===== config.mk =====
export PLATFORM = sky130hd
export DESIGN_NAME = player_ctrl_flat
export DESIGN_NICKNAME = d
export VERILOG_FILES = /design/src/rtl/player_ctrl_if.sv /design/src/rtl/player_ctrl.sv /design/src/flat_wrapper.sv
export SDC_FILE = /design/constraint.sdc
export NUM_CORES = 1
export LEC_CHECK = 0
export CORE_UTILIZATION = 58
export DETAILED_ROUTE_END_ITERATION = 6
export DONT_BUFFER_PORTS = 1
export GPL_TIMING_DRIVEN = 0
export PLACE_DENSITY = 0.78
export SLEW_MARGIN = 20
export SYNTH_ARGS = -nofsm -noshare
export SYNTH_HDL_FRONTEND = slang
export SYNTH_SLANG_ARGS = --single-unit

===== constraint.sdc =====
create_clock -name clk -period 4.49 [get_ports clk]
set_clock_uncertainty 0.05 [all_clocks]
set_input_delay 1.1225 -clock clk [delete_from_list [all_inputs] [get_ports clk]]
set_output_delay 1.1225 -clock clk [all_outputs]
set_load 0.1 [all_outputs]

===== src/rtl/player_ctrl_if.sv =====
// ============================================================================
// Module      : player_ctrl_if
// Description : Game-state, key/collision inputs and sprite outputs of the
//               player motion/animation controller.
// Revision    : 1.0 - initial release
// ============================================================================
`default_nettype none

interface player_ctrl_if;
    logic [3:0] state;
    logic       frame_tick;
    logic       key_up;
    logic       key_down;
    logic       key_left;
    logic       key_right;
    logic       blk_up;
    logic       blk_down;
    logic       blk_left;
    logic       blk_right;
    logic [8:0] player_x;
    logic [8:0] player_y;
    logic [3:0] player_state;
    logic       moving;

    // Master drives the game inputs and observes the sprite outputs.
    modport master (
        output state, frame_tick,
        output key_up, key_down, key_left, key_right,
        output blk_up, blk_down, blk_left, blk_right,
        input  player_x, player_y, player_state, moving
    );

    modport slave (
        input  state, frame_tick,
        input  key_up, key_down, key_left, key_right,
        input  blk_up, blk_down, blk_left, blk_right,
        output player_x, player_y, player_state, moving
    );
endinterface

`default_nettype wire


===== src/rtl/player_ctrl.sv =====
// ============================================================================
// Module      : player_ctrl
// Description : Player motion/animation controller for STAGE1-3. Produces the
//               registered sprite position and frame index (dir*3 + phase).
// Revision    : 1.0 - initial release
// ============================================================================
`default_nettype none

module player_ctrl #(
    parameter logic [8:0] X_MAX    = 9'd310,
    parameter logic [8:0] Y_MAX    = 9'd230,
    parameter logic [8:0] STEP     = 9'd2,
    parameter logic [3:0] MOVE_DIV = 4'd2,
    parameter logic [3:0] ANIM_DIV = 4'd8,
    parameter logic [8:0] SPAWN1_X = 9'd10,
    parameter logic [8:0] SPAWN1_Y = 9'd110,
    parameter logic [8:0] SPAWN2_X = 9'd10,
    parameter logic [8:0] SPAWN2_Y = 9'd10,
    parameter logic [8:0] SPAWN3_X = 9'd150,
    parameter logic [8:0] SPAWN3_Y = 9'd220
) (
    input  wire logic     clk,
    input  wire logic     rst,
    player_ctrl_if.slave  bus
);

    localparam logic [3:0] GS_STAGE1 = 4'd2;
    localparam logic [3:0] GS_STAGE2 = 4'd4;
    localparam logic [3:0] GS_STAGE3 = 4'd6;

    localparam logic [1:0] DIR_DOWN  = 2'd0;
    localparam logic [1:0] DIR_UP    = 2'd1;
    localparam logic [1:0] DIR_LEFT  = 2'd2;
    localparam logic [1:0] DIR_RIGHT = 2'd3;

    localparam logic [1:0] PH_STAND  = 2'd0;
    localparam logic [1:0] PH_WALK1  = 2'd1;
    localparam logic [1:0] PH_WALK2  = 2'd2;

    localparam logic [3:0] MOVE_LAST = MOVE_DIV - 4'd1;
    localparam logic [3:0] ANIM_LAST = ANIM_DIV - 4'd1;

    typedef enum logic [1:0] {
        S_IDLE  = 2'd0,
        S_SPAWN = 2'd1,
        S_PLAY  = 2'd2
    } fsm_t;

    fsm_t       fsm_q, fsm_d;
    logic [3:0] prev_state_q;
    logic [8:0] x_q, x_d;
    logic [8:0] y_q, y_d;
    logic [1:0] dir_q, dir_d;
    logic [1:0] phase_q, phase_d;
    logic [3:0] mv_cnt_q, mv_cnt_d;
    logic [3:0] anim_cnt_q, anim_cnt_d;
    logic       moving_q, moving_d;
    logic [3:0] player_state_q, player_state_d;

    // ------------------------------------------------------------------------
    // Stage decode and spawn point selection
    // ------------------------------------------------------------------------
    logic       is_stage;
    logic       state_changed;
    logic [8:0] spawn_x;
    logic [8:0] spawn_y;

    always_comb begin
        is_stage      = (bus.state == GS_STAGE1) || (bus.state == GS_STAGE2) ||
                        (bus.state == GS_STAGE3);
        state_changed = (bus.state != prev_state_q);
        spawn_x       = SPAWN1_X;
        spawn_y       = SPAWN1_Y;
        case (bus.state)
            GS_STAGE2: begin
                spawn_x = SPAWN2_X;
                spawn_y = SPAWN2_Y;
            end
            GS_STAGE3: begin
                spawn_x = SPAWN3_X;
                spawn_y = SPAWN3_Y;
            end
            default: begin
                spawn_x = SPAWN1_X;
                spawn_y = SPAWN1_Y;
            end
        endcase
    end

    // ------------------------------------------------------------------------
    // Key priority (up > down > left > right) and blocking of the chosen way
    // ------------------------------------------------------------------------
    logic       key_any;
    logic [1:0] key_dir;
    logic       key_blocked;

    always_comb begin
        key_any = bus.key_up | bus.key_down | bus.key_left | bus.key_right;
        if (bus.key_up) begin
            key_dir = DIR_UP;
        end else if (bus.key_down) begin
            key_dir = DIR_DOWN;
        end else if (bus.key_left) begin
            key_dir = DIR_LEFT;
        end else begin
            key_dir = DIR_RIGHT;
        end
        case (key_dir)
            DIR_UP:   key_blocked = bus.blk_up;
            DIR_DOWN: key_blocked = bus.blk_down;
            DIR_LEFT: key_blocked = bus.blk_left;
            default:  key_blocked = bus.blk_right;
        endcase
    end

    // ------------------------------------------------------------------------
    // Saturating step targets; sums are one bit wider so they cannot wrap
    // ------------------------------------------------------------------------
    logic [9:0] x_sum;
    logic [9:0] y_sum;
    logic [8:0] x_inc;
    logic [8:0] x_dec;
    logic [8:0] y_inc;
    logic [8:0] y_dec;

    always_comb begin
        x_sum = {1'b0, x_q} + {1'b0, STEP};
        y_sum = {1'b0, y_q} + {1'b0, STEP};
        x_inc = (x_sum > {1'b0, X_MAX}) ? X_MAX : x_sum[8:0];
        y_inc = (y_sum > {1'b0, Y_MAX}) ? Y_MAX : y_sum[8:0];
        x_dec = (x_q < STEP) ? 9'd0 : (x_q - STEP);
        y_dec = (y_q < STEP) ? 9'd0 : (y_q - STEP);
    end

    // ------------------------------------------------------------------------
    // Next-state and motion logic
    // ------------------------------------------------------------------------
    always_comb begin
        fsm_d      = fsm_q;
        x_d        = x_q;
        y_d        = y_q;
        dir_d      = dir_q;
        phase_d    = phase_q;
        mv_cnt_d   = mv_cnt_q;
        anim_cnt_d = anim_cnt_q;
        moving_d   = moving_q;

        case (fsm_q)
            S_IDLE: begin
                moving_d = 1'b0;
                if (is_stage && state_changed) begin
                    fsm_d = S_SPAWN;
                end
            end

            S_SPAWN: begin
                fsm_d      = S_PLAY;
                x_d        = spawn_x;
                y_d        = spawn_y;
                dir_d      = DIR_DOWN;
                phase_d    = PH_STAND;
                mv_cnt_d   = 4'd0;
                anim_cnt_d = 4'd0;
                moving_d   = 1'b0;
            end

            S_PLAY: begin
                // Leaving the stages freezes the sprite so it stays visible
                // on the SUCCESS/FAIL screens.
                if (!is_stage) begin
                    fsm_d    = S_IDLE;
                    moving_d = 1'b0;
                end else if (state_changed) begin
                    fsm_d = S_SPAWN;
                end else if (bus.frame_tick) begin
                    if (!key_any || key_blocked) begin
                        if (key_any) begin
                            dir_d = key_dir;
                        end
                        phase_d    = PH_STAND;
                        mv_cnt_d   = 4'd0;
                        anim_cnt_d = 4'd0;
                        moving_d   = 1'b0;
                    end else begin
                        dir_d    = key_dir;
                        moving_d = 1'b1;

                        if (mv_cnt_q == MOVE_LAST) begin
                            mv_cnt_d = 4'd0;
                            case (key_dir)
                                DIR_UP:   y_d = y_dec;
                                DIR_DOWN: y_d = y_inc;
                                DIR_LEFT: x_d = x_dec;
                                default:  x_d = x_inc;
                            endcase
                        end else begin
                            mv_cnt_d = mv_cnt_q + 4'd1;
                        end

                        // The first moving tick starts a full ANIM_DIV-long
                        // walk-1 period; later ticks count toward the toggle.
                        if (phase_q == PH_STAND) begin
                            phase_d    = PH_WALK1;
                            anim_cnt_d = 4'd0;
                        end else if (anim_cnt_q == ANIM_LAST) begin
                            phase_d    = (phase_q == PH_WALK1) ? PH_WALK2 : PH_WALK1;
                            anim_cnt_d = 4'd0;
                        end else begin
                            anim_cnt_d = anim_cnt_q + 4'd1;
                        end
                    end
                end
            end

            default: begin
                fsm_d = S_IDLE;
            end
        endcase
    end

    always_comb begin
        player_state_d = ({2'b00, dir_d} * 4'd3) + {2'b00, phase_d};
    end

    // ------------------------------------------------------------------------
    // State registers
    // ------------------------------------------------------------------------
    always_ff @(posedge clk) begin
        if (rst) begin
            fsm_q          <= S_IDLE;
            prev_state_q   <= 4'd0;
            x_q            <= 9'd0;
            y_q            <= 9'd0;
            dir_q          <= DIR_DOWN;
            phase_q        <= PH_STAND;
            mv_cnt_q       <= 4'd0;
            anim_cnt_q     <= 4'd0;
            moving_q       <= 1'b0;
            player_state_q <= 4'd0;
        end else begin
            fsm_q          <= fsm_d;
            prev_state_q   <= bus.state;
            x_q            <= x_d;
            y_q            <= y_d;
            dir_q          <= dir_d;
            phase_q        <= phase_d;
            mv_cnt_q       <= mv_cnt_d;
            anim_cnt_q     <= anim_cnt_d;
            moving_q       <= moving_d;
            player_state_q <= player_state_d;
        end
    end

    assign bus.player_x     = x_q;
    assign bus.player_y     = y_q;
    assign bus.player_state = player_state_q;
    assign bus.moving       = moving_q;

endmodule

`default_nettype wire


===== src/flat_wrapper.sv =====
// flat-port wrapper written by rule: the top's interface ports become plain ports
module player_ctrl_flat 
#(
    parameter logic [8:0] X_MAX    = 9'd310,
    parameter logic [8:0] Y_MAX    = 9'd230,
    parameter logic [8:0] STEP     = 9'd2,
    parameter logic [3:0] MOVE_DIV = 4'd2,
    parameter logic [3:0] ANIM_DIV = 4'd8,
    parameter logic [8:0] SPAWN1_X = 9'd10,
    parameter logic [8:0] SPAWN1_Y = 9'd110,
    parameter logic [8:0] SPAWN2_X = 9'd10,
    parameter logic [8:0] SPAWN2_Y = 9'd10,
    parameter logic [8:0] SPAWN3_X = 9'd150,
    parameter logic [8:0] SPAWN3_Y = 9'd220
)
  (clk, rst, bus_state, bus_frame_tick, bus_key_up, bus_key_down, bus_key_left, bus_key_right, bus_blk_up, bus_blk_down, bus_blk_left, bus_blk_right, bus_player_x, bus_player_y, bus_player_state, bus_moving);
  player_ctrl_if bus_i ();
  input  wire logic clk;
  input  wire logic rst;
  input wire logic [$bits(bus_i.state)-1:0] bus_state;
  input wire logic [$bits(bus_i.frame_tick)-1:0] bus_frame_tick;
  input wire logic [$bits(bus_i.key_up)-1:0] bus_key_up;
  input wire logic [$bits(bus_i.key_down)-1:0] bus_key_down;
  input wire logic [$bits(bus_i.key_left)-1:0] bus_key_left;
  input wire logic [$bits(bus_i.key_right)-1:0] bus_key_right;
  input wire logic [$bits(bus_i.blk_up)-1:0] bus_blk_up;
  input wire logic [$bits(bus_i.blk_down)-1:0] bus_blk_down;
  input wire logic [$bits(bus_i.blk_left)-1:0] bus_blk_left;
  input wire logic [$bits(bus_i.blk_right)-1:0] bus_blk_right;
  output wire logic [$bits(bus_i.player_x)-1:0] bus_player_x;
  output wire logic [$bits(bus_i.player_y)-1:0] bus_player_y;
  output wire logic [$bits(bus_i.player_state)-1:0] bus_player_state;
  output wire logic [$bits(bus_i.moving)-1:0] bus_moving;
  assign bus_i.state = bus_state;
  assign bus_i.frame_tick = bus_frame_tick;
  assign bus_i.key_up = bus_key_up;
  assign bus_i.key_down = bus_key_down;
  assign bus_i.key_left = bus_key_left;
  assign bus_i.key_right = bus_key_right;
  assign bus_i.blk_up = bus_blk_up;
  assign bus_i.blk_down = bus_blk_down;
  assign bus_i.blk_left = bus_blk_left;
  assign bus_i.blk_right = bus_blk_right;
  assign bus_player_x = bus_i.player_x;
  assign bus_player_y = bus_i.player_y;
  assign bus_player_state = bus_i.player_state;
  assign bus_moving = bus_i.moving;
  player_ctrl #(.X_MAX(X_MAX), .Y_MAX(Y_MAX), .STEP(STEP), .MOVE_DIV(MOVE_DIV), .ANIM_DIV(ANIM_DIV), .SPAWN1_X(SPAWN1_X), .SPAWN1_Y(SPAWN1_Y), .SPAWN2_X(SPAWN2_X), .SPAWN2_Y(SPAWN2_Y), .SPAWN3_X(SPAWN3_X), .SPAWN3_Y(SPAWN3_Y)) u_core (.clk(clk), .rst(rst), .bus(bus_i));
endmodule

Word-level counts from Yosys, hierarchy flattened:

Index checks and enable logic that the tools add are counted.
Widths: inputs -> output; s select.

* bits in registers: 41
* input bits: 15
* output and inout port bits: 23
* word-level logic and storage cells: 124

* $add $sub $neg: 7
* multiply operators: 1
* order comparisons: 4
* eq/ne operators: 22
* multiplexer cells: 60
* bitwise logic cells: 3
* reduce and logical (&&, ||, !) cells: 17

Operator list (number)
* $mux 9: 14
* $pmux 9 s2: 4
* $mux 4: 11
* $mux 2: 17
* $add 9x2->10 const B: 2
* $lt 9x2->1 const B: 2
* $sub 9x2->9 const B: 2
* $pmux 4 s2: 2
* $pmux 8 s2: 1
* $reduce_and 7->1: 2
* $eq 4x3->1 const B: 3
* $ne 3x3->1 const B: 4
* $gt 10x8->1 const B: 1
* $gt 10x9->1 const B: 1
* $add 4x1->4 const B: 2
* $mux 8: 1
* $ne 2x2->1 const B: 4
* $pmux 2 s2: 2
* $eq 2x1->1 const B: 3
* $logic_not 2->1: 3
* $ne 2x1->1 const B: 3
* $pmux 2 s3: 1
* $mux 1: 5
* $add 4x2->4: 1
* other kinds (16): 23

Longest topological paths before layout:

Gate-level depths: netlist of the first run.

* word-level depth: 13
* depth in mapped cells: 11
* gate-level depth less buffers: 11

Worst setup path before layout of the first run:

No wires, ideal clock.

* kind: input to register
* start point: input port bus_state[2]
* end point: register u_core.player_state_q[2] (netlist: u_core.bus.player_state[2])
* library setup time: 0.128 ns
* arrival: 3.494 ns
* data required time: 4.312 ns
* path slack: 0.818 ns
* stages on the path: 9
* buffers on the path: 1
* cells stage by stage: xor2_1 > nor4_1 > a31oi_1 > buf_2 > a22o_1 > fa_1 > ha_1 > fa_1 > nor2b_1

* cells in the longest elaborated chain, start to end: 7
* elaborated cells between the ends (all ways): 14
* classes of those cells: 1 x add/sub; 1 x mul; 4 x eq/ne; 6 x mux; 2 x reduce/logical

RTL lines
* start: declaration: line flat_wrapper.sv:20 `input wire logic [$bits(bus_i.state)-1:0] bus_state;`
* $eq 4x2->1 or $eq 4x3->1 (tied branches): line player_ctrl.sv:69 `is_stage = (bus.state == GS_STAGE1) || (bus.state == GS_STAGE2) ||`
* $logic_or 1x1->1 (2 in a row): line player_ctrl.sv:69
* $mux 2 (*): line player_ctrl.sv:170 `if (!is_stage) begin`
* $pmux 2 s2 (*): line player_ctrl.sv:148 `case (fsm_q)`
* via u_core.dir_d[1]: line player_ctrl.sv:53 `logic [1:0] dir_q, dir_d;`
* $mul 2x2->4 (*): line player_ctrl.sv:222 `player_state_d = ({2'b00, dir_d} * 4'd3) + {2'b00, phase_d};`
* $add 4x2->4 (*): line player_ctrl.sv:222
* via u_core.player_state_d[2]: line player_ctrl.sv:58 `logic [3:0] player_state_q, player_state_d;`
* end signal: assignment: line player_ctrl.sv:250 `player_state_q <= player_state_d;`
* end: declaration: line player_ctrl.sv:58

Mark *: on every way through the listed nets, which the timed path passes. The rest lies on a longest branch.
A chain may end at the register's enable or synchronous reset.

Worst setup path in the final report of the first run:

* start point: input port bus_state[2]
* end point: register u_core.player_state_q[2] (netlist: u_core.bus.player_state[2])

* elaborated cells between the ends (all ways): 14
* classes of those cells: 1 x add/sub; 1 x mul; 4 x eq/ne; 6 x mux; 2 x reduce/logical

RTL lines
* $eq 4x2->1 or $eq 4x3->1 (tied branches): line player_ctrl.sv:69
* $logic_or 1x1->1 (2 in a row): line player_ctrl.sv:69
* $mux 2 (*): line player_ctrl.sv:170
* $pmux 2 s2 (*): line player_ctrl.sv:148
* via u_core.phase_d[1]: line player_ctrl.sv:54 `logic [1:0] phase_q, phase_d;`
* $add 4x2->4 (*): line player_ctrl.sv:222
* via u_core.player_state_d[2]: line player_ctrl.sv:58

Marks and branches as above.

==> metrics.txt, run 1 <==
xor/xnor share of the synthesized area=0.0468; share of cells above drive strength 1=0.0967; DR vias=approximately 2900; remaining antenna violation count=0; critical path type=input pin to flop; clk sink count=39; FP Rows=25; Post-Synth Adder-Cell Area=0.0677; Syn. warnings=0; Worst slew margin=0.215; Final Max Tran Viols=0; placed insts=~450; sequential standard cell area=786 um2; Slew @ Worst Pin=1.18 ns; footprint of the multi-input gates=~2000 um2; VDD IR max=slightly above 0.2 mV; Final Power=~1.0 mW; Die Ht=73.9 um; Max FO, Critical Path=4; commonest cells after routing, fill and taps aside=dfxtp_1, nor2_1, nand2_1; Avg Inst Size Synth=around 7.8 um2; status=finished, final reports clean; H-tree levels=2; met2 Track Usage GR=0.511; Final HPWL DP=~5.6 mm; crit path launch=bus_state[2]; CTS tree=built; Synth Instances=between 300 and 400; Post-synth EDFFs=0; launch point of the worst reg-to-reg path=u_core.fsm_q[0]; Max Freq=~260 MHz; Startpoint Class=input pin; die area=about 5500 um2; final hold vios=0; CTS Buf Count=5; Worst Path Required=around 4.6 ns; Tmin final=~3.8 ns; Filler cells=431; Final setup violation count=0; core footprint=around 4800 um2; cts hold-fix bufs=0; Tcrit/Tclk final=0.842; Max Root-Sink Buffers=2; hold path depth=2; Port-buffer cells=0; Total Wirelength=roughly 7.8 mm; Max-Cap Viols=0; number of synthesized register bits=39; Yosys cell types=slightly above 70; setup tns final=0 ns; register clock-pin slew on the reported worst setup and hold paths=roughly 0.08 ns; Remaining DRCs=0; Initial Util=0.618; largest family of logic cells by synthesized area=simple AND/OR/NAND/NOR gates; global route overflow=0; Synth Area in Compound Gates=0.253; global-route wire length before repair=around 13 mm; post-synthesis mux area share=0.0180; nets@finish=around 420; clock root cell=clkbuf_8; post-cts resize count=0; DRT Pass-1 Iters=5; post-synthesis simple-gate area fraction=0.295; clk_lat worst skew=approximately 0.30 ns; GR Util met1=0.385; Post-Syn Area=2990 um2; met3 usage=0.0672; routed length per instance=16.9 um; Top Usage Layer GRT=met2; Async SR Flop Fraction=0; P_leak=roughly 1.2 nW; initial DRC count=~200; initial antenna violation count=0; Chip Width=73.9 um; Worst R2R Path Depth=11; P&R area growth vs syn=7.52%; Ports=38; critical path endpoint category=flop; Setup Fix Bufs, Post-CTS=0; register area share after synthesis=0.261; antenna diode count=0; Critical Path AT=~3.9 ns; Hold WC Path Type=flop to flop; vias in the first global route=2814; non-filler cells, final=460; unrepaired setup endpoints after global routing=no; Hold Path Origin=u_core.anim_cnt_q[0]; Main synth FF type=dfxtp_1; Final GP Congestion=slightly above 0.9; largest net degree at the start of global routing=13; Pwr per Cell Area=roughly 320 nW/um2; vias per cell=approximately 6.4; gr usage total=0.309; most common cell after layout, fill and taps aside=dfxtp_1
==> routing by layer <==
metal	vias up	part of all wire	routed length [um]
met3	17	0.073	569
met1	1373	0.44	3380
met4	0	0.024	184
met2	126	0.47	3630
li1	1426	-	-
met5	-	0	0
==> cell type report <==
cell class,count,area share
Buffer,24,0.0350
Clock buffer,6,0.0225
Clock inverter,2,0.0187
Inverter,16,0.0187
Multi-Input combinational cell,306,0.635
Sequential cell,39,0.244
Tap cell,67,0.0260
==> cells in the mapped netlist, drive strengths merged, types with 2 or more instances <==
cell / number / area share
a311oi: 3 / 0.0088
o22ai: 2 / 0.0042
o21ai: 20 / 0.037
mux2: 3 / 0.011
a22oi: 2 / 0.0050
nand3b: 5 / 0.013
mux2i: 2 / 0.0067
nand4b: 2 / 0.0059
ha: 13 / 0.054
a31oi: 6 / 0.013
a211o: 3 / 0.0088
or4b: 2 / 0.0079
nand4: 6 / 0.013
o41ai: 4 / 0.012
o31ai: 2 / 0.0050
a21boi: 4 / 0.014
nor2: 34 / 0.043
o2111ai: 2 / 0.0059
dfxtp: 39 / 0.26
nand3: 18 / 0.030
nor3b: 5 / 0.014
xnor2: 7 / 0.020
and3: 3 / 0.0063
o32ai: 2 / 0.0059
a211oi: 8 / 0.023
nor2b: 13 / 0.027
fa: 2 / 0.013
o211ai: 3 / 0.0075
nor3: 13 / 0.022
clkbuf: 12 / 0.015
buf: 12 / 0.023
nand2: 28 / 0.036
or4: 3 / 0.010
xor2: 9 / 0.026
a21oi: 24 / 0.040
o221ai: 4 / 0.012
inv: 16 / 0.020
or3b: 2 / 0.0059
and2: 10 / 0.021
a21o: 6 / 0.015
or3: 5 / 0.011
or2: 3 / 0.0063
nor4: 4 / 0.0084
==> through the flow <==
step	cell area (um2)	util	hold slack, ns	worst slack, ns
2_1_floorplan	3000	-	0.407	0.818
3_3_place_gp	3080	0.636	0.420	0.457
3_5_place_dp	3090	0.636	0.430	0.489
4_1_cts	3220	0.664	0.442	0.800
5_1_grt	3220	0.664	0.462	0.435
6_report	3220	0.664	0.439	0.711
==> report_power, final <==
group          internal, mW  switching (mW)  total [mW]
Sequential            0.361          0.0954       0.457
Clock                 0.222           0.134       0.356
Combinational        0.0882           0.142       0.230
==> registers in the layout (all words and copies together) (netlist names) <==
name                     cells
u_core.bus.player_x          8
u_core.bus.player_y          8
u_core.anim_cnt_q            4
u_core.bus.player_state      4
u_core.mv_cnt_q              4
u_core.prev_state_q          4
u_core.dir_q                 2
u_core.fsm_q                 2
u_core.phase_q               2
u_core.bus.moving            1
==> worst paths after layout <==
kind	to	slack, ns
max	u_core.bus.player_state[2]	0.71
min reg2reg	u_core.anim_cnt_q[0]	0.44
min	u_core.anim_cnt_q[0]	0.44
max reg2reg	u_core.bus.player_state[2]	1.12
==> worst max-delay path: stages <==
cell and delay [ns]:
xor2_1 0.17, nor4_1 0.49, nand4_1 0.30, nor3b_1 0.24
a21oi_1 0.08, o22ai_1 0.24, fa_1 0.47, ha_1 0.22
fa_1 0.43, nor2b_1 0.13
==> cells by family after synthesis <==
logic type,Yosys count
xor gates and xnor gates,16
and+or+nand+nor,161
buffers and inverters,40
DFF,39
other,1
muxes,5
adders and majority gates,15
AOI/OAI and AO/OA,107
Note: power is estimated with default switching activity, not from simulation.
==> run 2: changes to the inputs <==
==> constraint.sdc (replaced) <==
create_clock -name clk -period 3.8 [get_ports clk]
set_clock_uncertainty 0.05 [all_clocks]
set_input_delay 0.95 -clock clk [delete_from_list [all_inputs] [get_ports clk]]
set_output_delay 0.95 -clock clk [all_outputs]
set_load 0.1 [all_outputs]
==> run 2 against run 1 <==
Effect of this change: clock power grew 17%; global-route usage is the same; worst setup slack lost 0.42 ns; via count grew 1.8%; routed wire length shrank 0.18%; sequential share of layout area is essentially flat; cell area grew 0.19%; die area is the same; power grew 18%; first-iteration DRC count shrank 2.5%; largest power group unchanged.
==> metrics.txt, run 2 (synthesis gave the netlist of run 1 again) <==
clk_lat worst skew=0.30 ns (about the same); Final Power=1.23 mW (+18%); Worst R2R Path Depth=11 (unchanged); remaining antenna violation count=0 (unchanged); Chip Width=73.9 um (unchanged); Total Wirelength=7.76 mm (-0.18%); footprint of the multi-input gates=2050 um2 (+0.31%); nets@finish=422 (unchanged); critical path type=input pin to flop; unrepaired setup endpoints after global routing=no; share of cells above drive strength 1=0.0992 (+0.00254); Bufs and invs on worst path=0 (unchanged); clock power share=0.340 (about the same); Crit Reg-Reg Endpoint=u_core.bus.player_state[2]; Fin Hold WS=0.438 ns (-0.00146 ns); Initial Util=0.618 (unchanged); status=finished, final reports clean; initial DRC count=196 (-2.5%); Final setup violation count=0 (unchanged); Hold Path Origin=u_core.anim_cnt_q[0]; antenna diode count=0 (unchanged); switching power=0.436 mW (+18%); CTS tree=built; hold path depth=2 (unchanged); Switching Fraction=0.355 (-0.00117); Post-Route Utilization=0.665 (+0.00129); initial antenna violation count=0 (unchanged); Max-Cap Viols=0 (unchanged); Hold WC Path Type=flop to flop; Tcrit/Tclk final=0.923; Final HPWL DP=5.58 mm (unchanged); Worst slew margin=0.215 (+0.000323); vias per cell=6.51 (+1.8%); Max FO, Critical Path=7 (+3); final hold vios=0 (unchanged); Filler cells=429 (-0.46%); sequence of cells on the critical path=nor2b_1, a22oi_1, nand4_1, nor3b_1, a21oi_1, o22ai_1, fa_1, ha_1, fa_1, nor2b_1; Critical Path AT=3.64 ns (-0.27 ns); Max Root-Sink Buffers=2 (unchanged); die area=5450 um2 (unchanged); global-route wire length before repair=13.1 mm (unchanged); Worst Path Required=3.93 ns (-0.69 ns); P&R area growth vs syn=7.73%; critical path endpoint category=flop; post-route cell area=3230 um2 (+0.19%); Seq pwr share=0.439 (about the same); Pint=0.794 mW (+18%); clock root cell=clkbuf_8; largest net degree at the start of global routing=13 (unchanged); Area after DPL=3090 um2 (unchanged); FP Rows=25 (unchanged); pre-CTS setup slack=-0.0289 ns (-0.518 ns); cts hold-fix bufs=0 (unchanged); non-filler cells, final=460 (unchanged); Remaining DRCs=0 (unchanged); delay of the slowest cell on the worst path=0.47 ns (-0.02 ns); Pwr per Cell Area=381 nW/um2 (+18%); commonest cells after routing, fill and taps aside=dfxtp_1, nor2_1, nand2_1; Ports=38 (unchanged); Slew @ Worst Pin=1.18 ns (-0.000484 ns); gr usage total=0.309 (unchanged); vias in the first global route=2814 (unchanged); core footprint=4850 um2 (unchanged); DR vias=2994 (+1.8%); Final GP Congestion=0.920 (unchanged); register clock-pin slew on the reported worst setup and hold paths=0.08 ns (about the same); Tmin final=about 3.5 ns; placed insts=452 (unchanged); internal reg-to-reg setup slack=0.43 ns (-0.69 ns); most common cell after layout, fill and taps aside=dfxtp_1; DRT Pass-1 Iters=5 (unchanged); Combinational Power Share=0.221 (about the same); launch point of the worst reg-to-reg path=u_core.fsm_q[0]; setup tns final=0 ns (unchanged); P_leak=1.19 nW (about the same); Setup Fix Bufs, Post-CTS=0 (unchanged); Die Ht=73.9 um (unchanged); global route overflow=0 (unchanged); CTS Buf Count=5 (unchanged); slowest CP cell=fa_1; sequential standard cell area=786 um2 (unchanged); worst setup margin=0.291 ns (-0.419 ns); VDD IR max=0.245 mV (+18%); Final Max Tran Viols=0 (unchanged); crit-path leading delay family=adder cells; clk sink count=39 (unchanged); H-tree levels=2 (unchanged); routed length per instance=16.9 um (-0.18%); Port-buffer cells=0 (unchanged); hold-critical path endpoint=u_core.anim_cnt_q[0]; Startpoint Class=input pin; Max Freq=about 290 MHz
## run 2: cell counts in the layout (fill, tap and decap cells not counted)
Identical to the previous run, type by type.
## run 2: worst max path at each step
stage | startpoint | endpoint | slack [ns] | depth (start not counted)
after floorplan | bus_state[2] | u_core.bus.player_state[2] | 0.30 | 9
after detailed placement | bus_state[2] | u_core.bus.player_state[2] | -0.03 | 10
final | bus_key_down | u_core.bus.player_state[2] | 0.29 | 10
after global routing | bus_key_down | u_core.bus.player_state[2] | 0.03 | 10
after CTS | bus_state[2] | u_core.bus.player_state[2] | 0.28 | 10
after global placement | bus_state[2] | u_core.bus.player_state[2] | -0.06 | 10
## run 2: area by class of cell
type	instances	share of cell area
tap	67	0.0260
clock inverter	2	0.0186
multi-input combinational	306	0.636
sequential	39	0.244
inverter	16	0.0186
clock buffer	6	0.0225
buffer	24	0.0349
## run 2: repair_timing
| item | CTS | global route |
|---|---|---|
| hold endpoints to repair | 0 | 0 |
| endpoints found under the setup margin | 0 | 2 |
| resized for setup | 0 | 1 |
## run 2: power by group through the flow
stage               sequential, mW  combinational, mW  clock [mW]
global route                 0.544              0.302       0.436
CTS                          0.540              0.266       0.421
floorplan                    0.542              0.217           0
finish                       0.540              0.272       0.418
detailed placement           0.549              0.262           0
global placement             0.548              0.257           0
## run 2: per-layer routing
| metal | vias to the layer above | track usage | routed length [um] | part of all wire |
|---|---|---|---|---|
| met4 | 0 | 0.135 | 186 | 0.024 |
| met2 | 121 | 0.511 | 3640 | 0.47 |
| met3 | 17 | 0.0672 | 553 | 0.071 |
| met5 | - | 0 | 0 | 0 |
| li1 | 1433 | - | - | - |
| met1 | 1423 | 0.385 | 3380 | 0.44 |
## run 2: worst register-to-register path, delay by kind of cell (launching register included)
family	cells	cell delay, ns
fa+ha+maj	4	1.46
compound gates	2	0.51
buf+inv	3	0.49
flops	1	0.39
simple gates	2	0.33
==> run 3: changes to the inputs <==
--- a/config.mk
+++ b/config.mk
@@ -9,7 +9,7 @@
 export DETAILED_ROUTE_END_ITERATION = 6
 export DONT_BUFFER_PORTS = 1
 export GPL_TIMING_DRIVEN = 0
-export PLACE_DENSITY = 0.78
+export PLACE_DENSITY = 0.8
 export SLEW_MARGIN = 20
 export SYNTH_ARGS = -nofsm -noshare
 export SYNTH_HDL_FRONTEND = slang
==> run 3 against run 2 <==
Effect of this change: final cell count is the same; routed wire length shrank 2.1%; critical path type unchanged; sequential power is essentially flat.
==> metrics.txt, run 3 (synthesis gave the netlist of run 1 again) <==
final hold vios=0 (unchanged); Slew @ Worst Pin=1.18 ns (+0.00170 ns); Startpoint Class=input pin; Final Max Tran Viols=0 (unchanged); Worst slew margin=0.214 (-0.00113); Critical Path AT=3.59 ns (-0.05 ns); routed length per instance=16.5 um (-2.1%); clk_lat worst skew=0.30 ns (about the same); gr usage total=0.297 (-0.0128); global-route wire length before repair=12.5 mm (-4.4%); Max-Cap Viols=0 (unchanged); Max Freq=288 MHz (+1.1%); share of cells above drive strength 1=0.102 (+0.00254); setup tns final=0 ns (unchanged); clock root cell=clkbuf_8; unrepaired setup endpoints after global routing=no; Max FO, Critical Path=7 (unchanged); CTS tree=built; register clock-pin slew on the reported worst setup and hold paths=0.08 ns (about the same); Final GP Congestion=0.927 (+0.78%); Post-Route Utilization=0.666 (about the same); core footprint=4850 um2 (unchanged); Tmin final=3.47 ns (-0.0381 ns); Ports=38 (unchanged); Pint=0.794 mW (about the same); H-tree levels=2 (unchanged); Final setup violation count=0 (unchanged); Max Root-Sink Buffers=2 (unchanged); pre-CTS setup slack=-0.0856 ns (-0.0567 ns); status=finished, final reports clean; Total Wirelength=7.59 mm (-2.1%); critical path type=input pin to flop; worst setup margin=0.329 ns (+0.0381 ns); Tcrit/Tclk final=0.913 (-0.0100); FP Rows=25 (unchanged); P&R area growth vs syn=7.77% (about the same); Chip Width=73.9 um (unchanged); Initial Util=0.618 (unchanged); Final HPWL DP=5.57 mm (-0.28%); die area=5450 um2 (unchanged); antenna diode count=0 (unchanged); Seq pwr share=0.441 (+0.002); Die Ht=73.9 um (unchanged); cts hold-fix bufs=0 (unchanged); DRT Pass-1 Iters=5 (unchanged); critical path endpoint category=flop; Bufs and invs on worst path=0 (unchanged); clk sink count=39 (unchanged); crit-path leading delay family=adder cells; initial DRC count=226 (+15%); commonest cells after routing, fill and taps aside=nor2_1, dfxtp_1, nand2_1; nets@finish=422 (unchanged); remaining antenna violation count=0 (unchanged); VDD IR max=0.298 mV (+22%); largest net degree at the start of global routing=13 (unchanged); Worst Path Required=3.92 ns (about the same); slowest CP cell=fa_1; Hold WC Path Type=flop to flop; sequence of cells on the critical path=nor2b_1, a22oi_1, nand4_1, nor3b_1, a21oi_1, o22ai_1, fa_1, ha_1, fa_1, nor2b_1; delay of the slowest cell on the worst path=0.47 ns (about the same); global route overflow=0 (unchanged); Combinational Power Share=0.221 (about the same); vias in the first global route=2692 (-4.3%); P_leak=1.19 nW (about the same); Remaining DRCs=0 (unchanged); initial antenna violation count=0 (unchanged); Pwr per Cell Area=380 nW/um2 (-0.35%); Fin Hold WS=0.443 ns (+0.00501 ns); vias per cell=6.34 (-2.6%); DR vias=2915 (-2.6%); CTS Buf Count=5 (unchanged); switching power=0.432 mW (-0.96%); Switching Fraction=0.352 (-0.00229); Final Power=1.23 mW (-0.31%); Port-buffer cells=0 (unchanged); clock power share=0.338 (-0.002)
run 3: cell types whose count changed in the layout (fill, tap and decap cells not counted):
cell and change:
dfxtp_1 -1, dfxtp_2 +1
run 3: final timing paths:
path / start / end / slack, ns / depth (start not counted)
worst min register to register: u_core.anim_cnt_q[0] / u_core.anim_cnt_q[0] / 0.44 / 2
worst min-delay path: u_core.anim_cnt_q[0] / u_core.anim_cnt_q[0] / 0.44 / 2
worst max register to register: u_core.fsm_q[0] / u_core.bus.player_state[2] / 0.45 / 11
worst max-delay path: bus_key_down / u_core.bus.player_state[2] / 0.33 / 10
run 3: tightest hold or removal path: cells and delay by family (launching register included):
| kind | cells | cell delay [ns] |
|---|---|---|
| and+or+nand+nor | 1 | 0.06 |
| DFF | 1 | 0.33 |
| AOI/OAI and AO/OA | 1 | 0.05 |
run 3: layout make-up:
cell class / instances / area [um2]
plain buffers: 24 / 113
clock buffers: 6 / 72.6
clock inverters: 2 / 60.1
fillers: 412 / 1620
inverters: 16 / 60.1
multi-input cells: 306 / 2050
flip-flops and latches: 39 / 787
well taps: 67 / 83.8
run 3: metal layers:
layer / up-vias / share of wire / GRT usage
li1: 1429 / - / -
met1: 1336 / 0.41 / 0.378
met2: 136 / 0.48 / 0.488
met3: 14 / 0.089 / 0.0631
met4: 0 / 0.018 / 0.111
met5: - / 0 / 0
run 3: power groups by stage:
stage / registers, mW / clock network [mW] / logic [mW]
after floorplan: 0.542 / 0 / 0.217
after global placement: 0.549 / 0 / 0.256
after detailed placement: 0.549 / 0 / 0.262
after CTS: 0.540 / 0.417 / 0.265
after global routing: 0.544 / 0.431 / 0.300
final: 0.540 / 0.415 / 0.271
run 3: through the flow:
step / cell area [um2] / cells
after floorplan: 3000 / 385
after global placement: 3080 / 452
after detailed placement: 3080 / 452
after CTS: 3220 / 460
after global routing: 3230 / 460
final: 3230 / 460
run 3: what timing repair did:
action,CTS,global route
gates resized for setup,0,1
buffers inserted,0,0
endpoints found under the setup margin,0,2
endpoints found under the hold margin,0,0
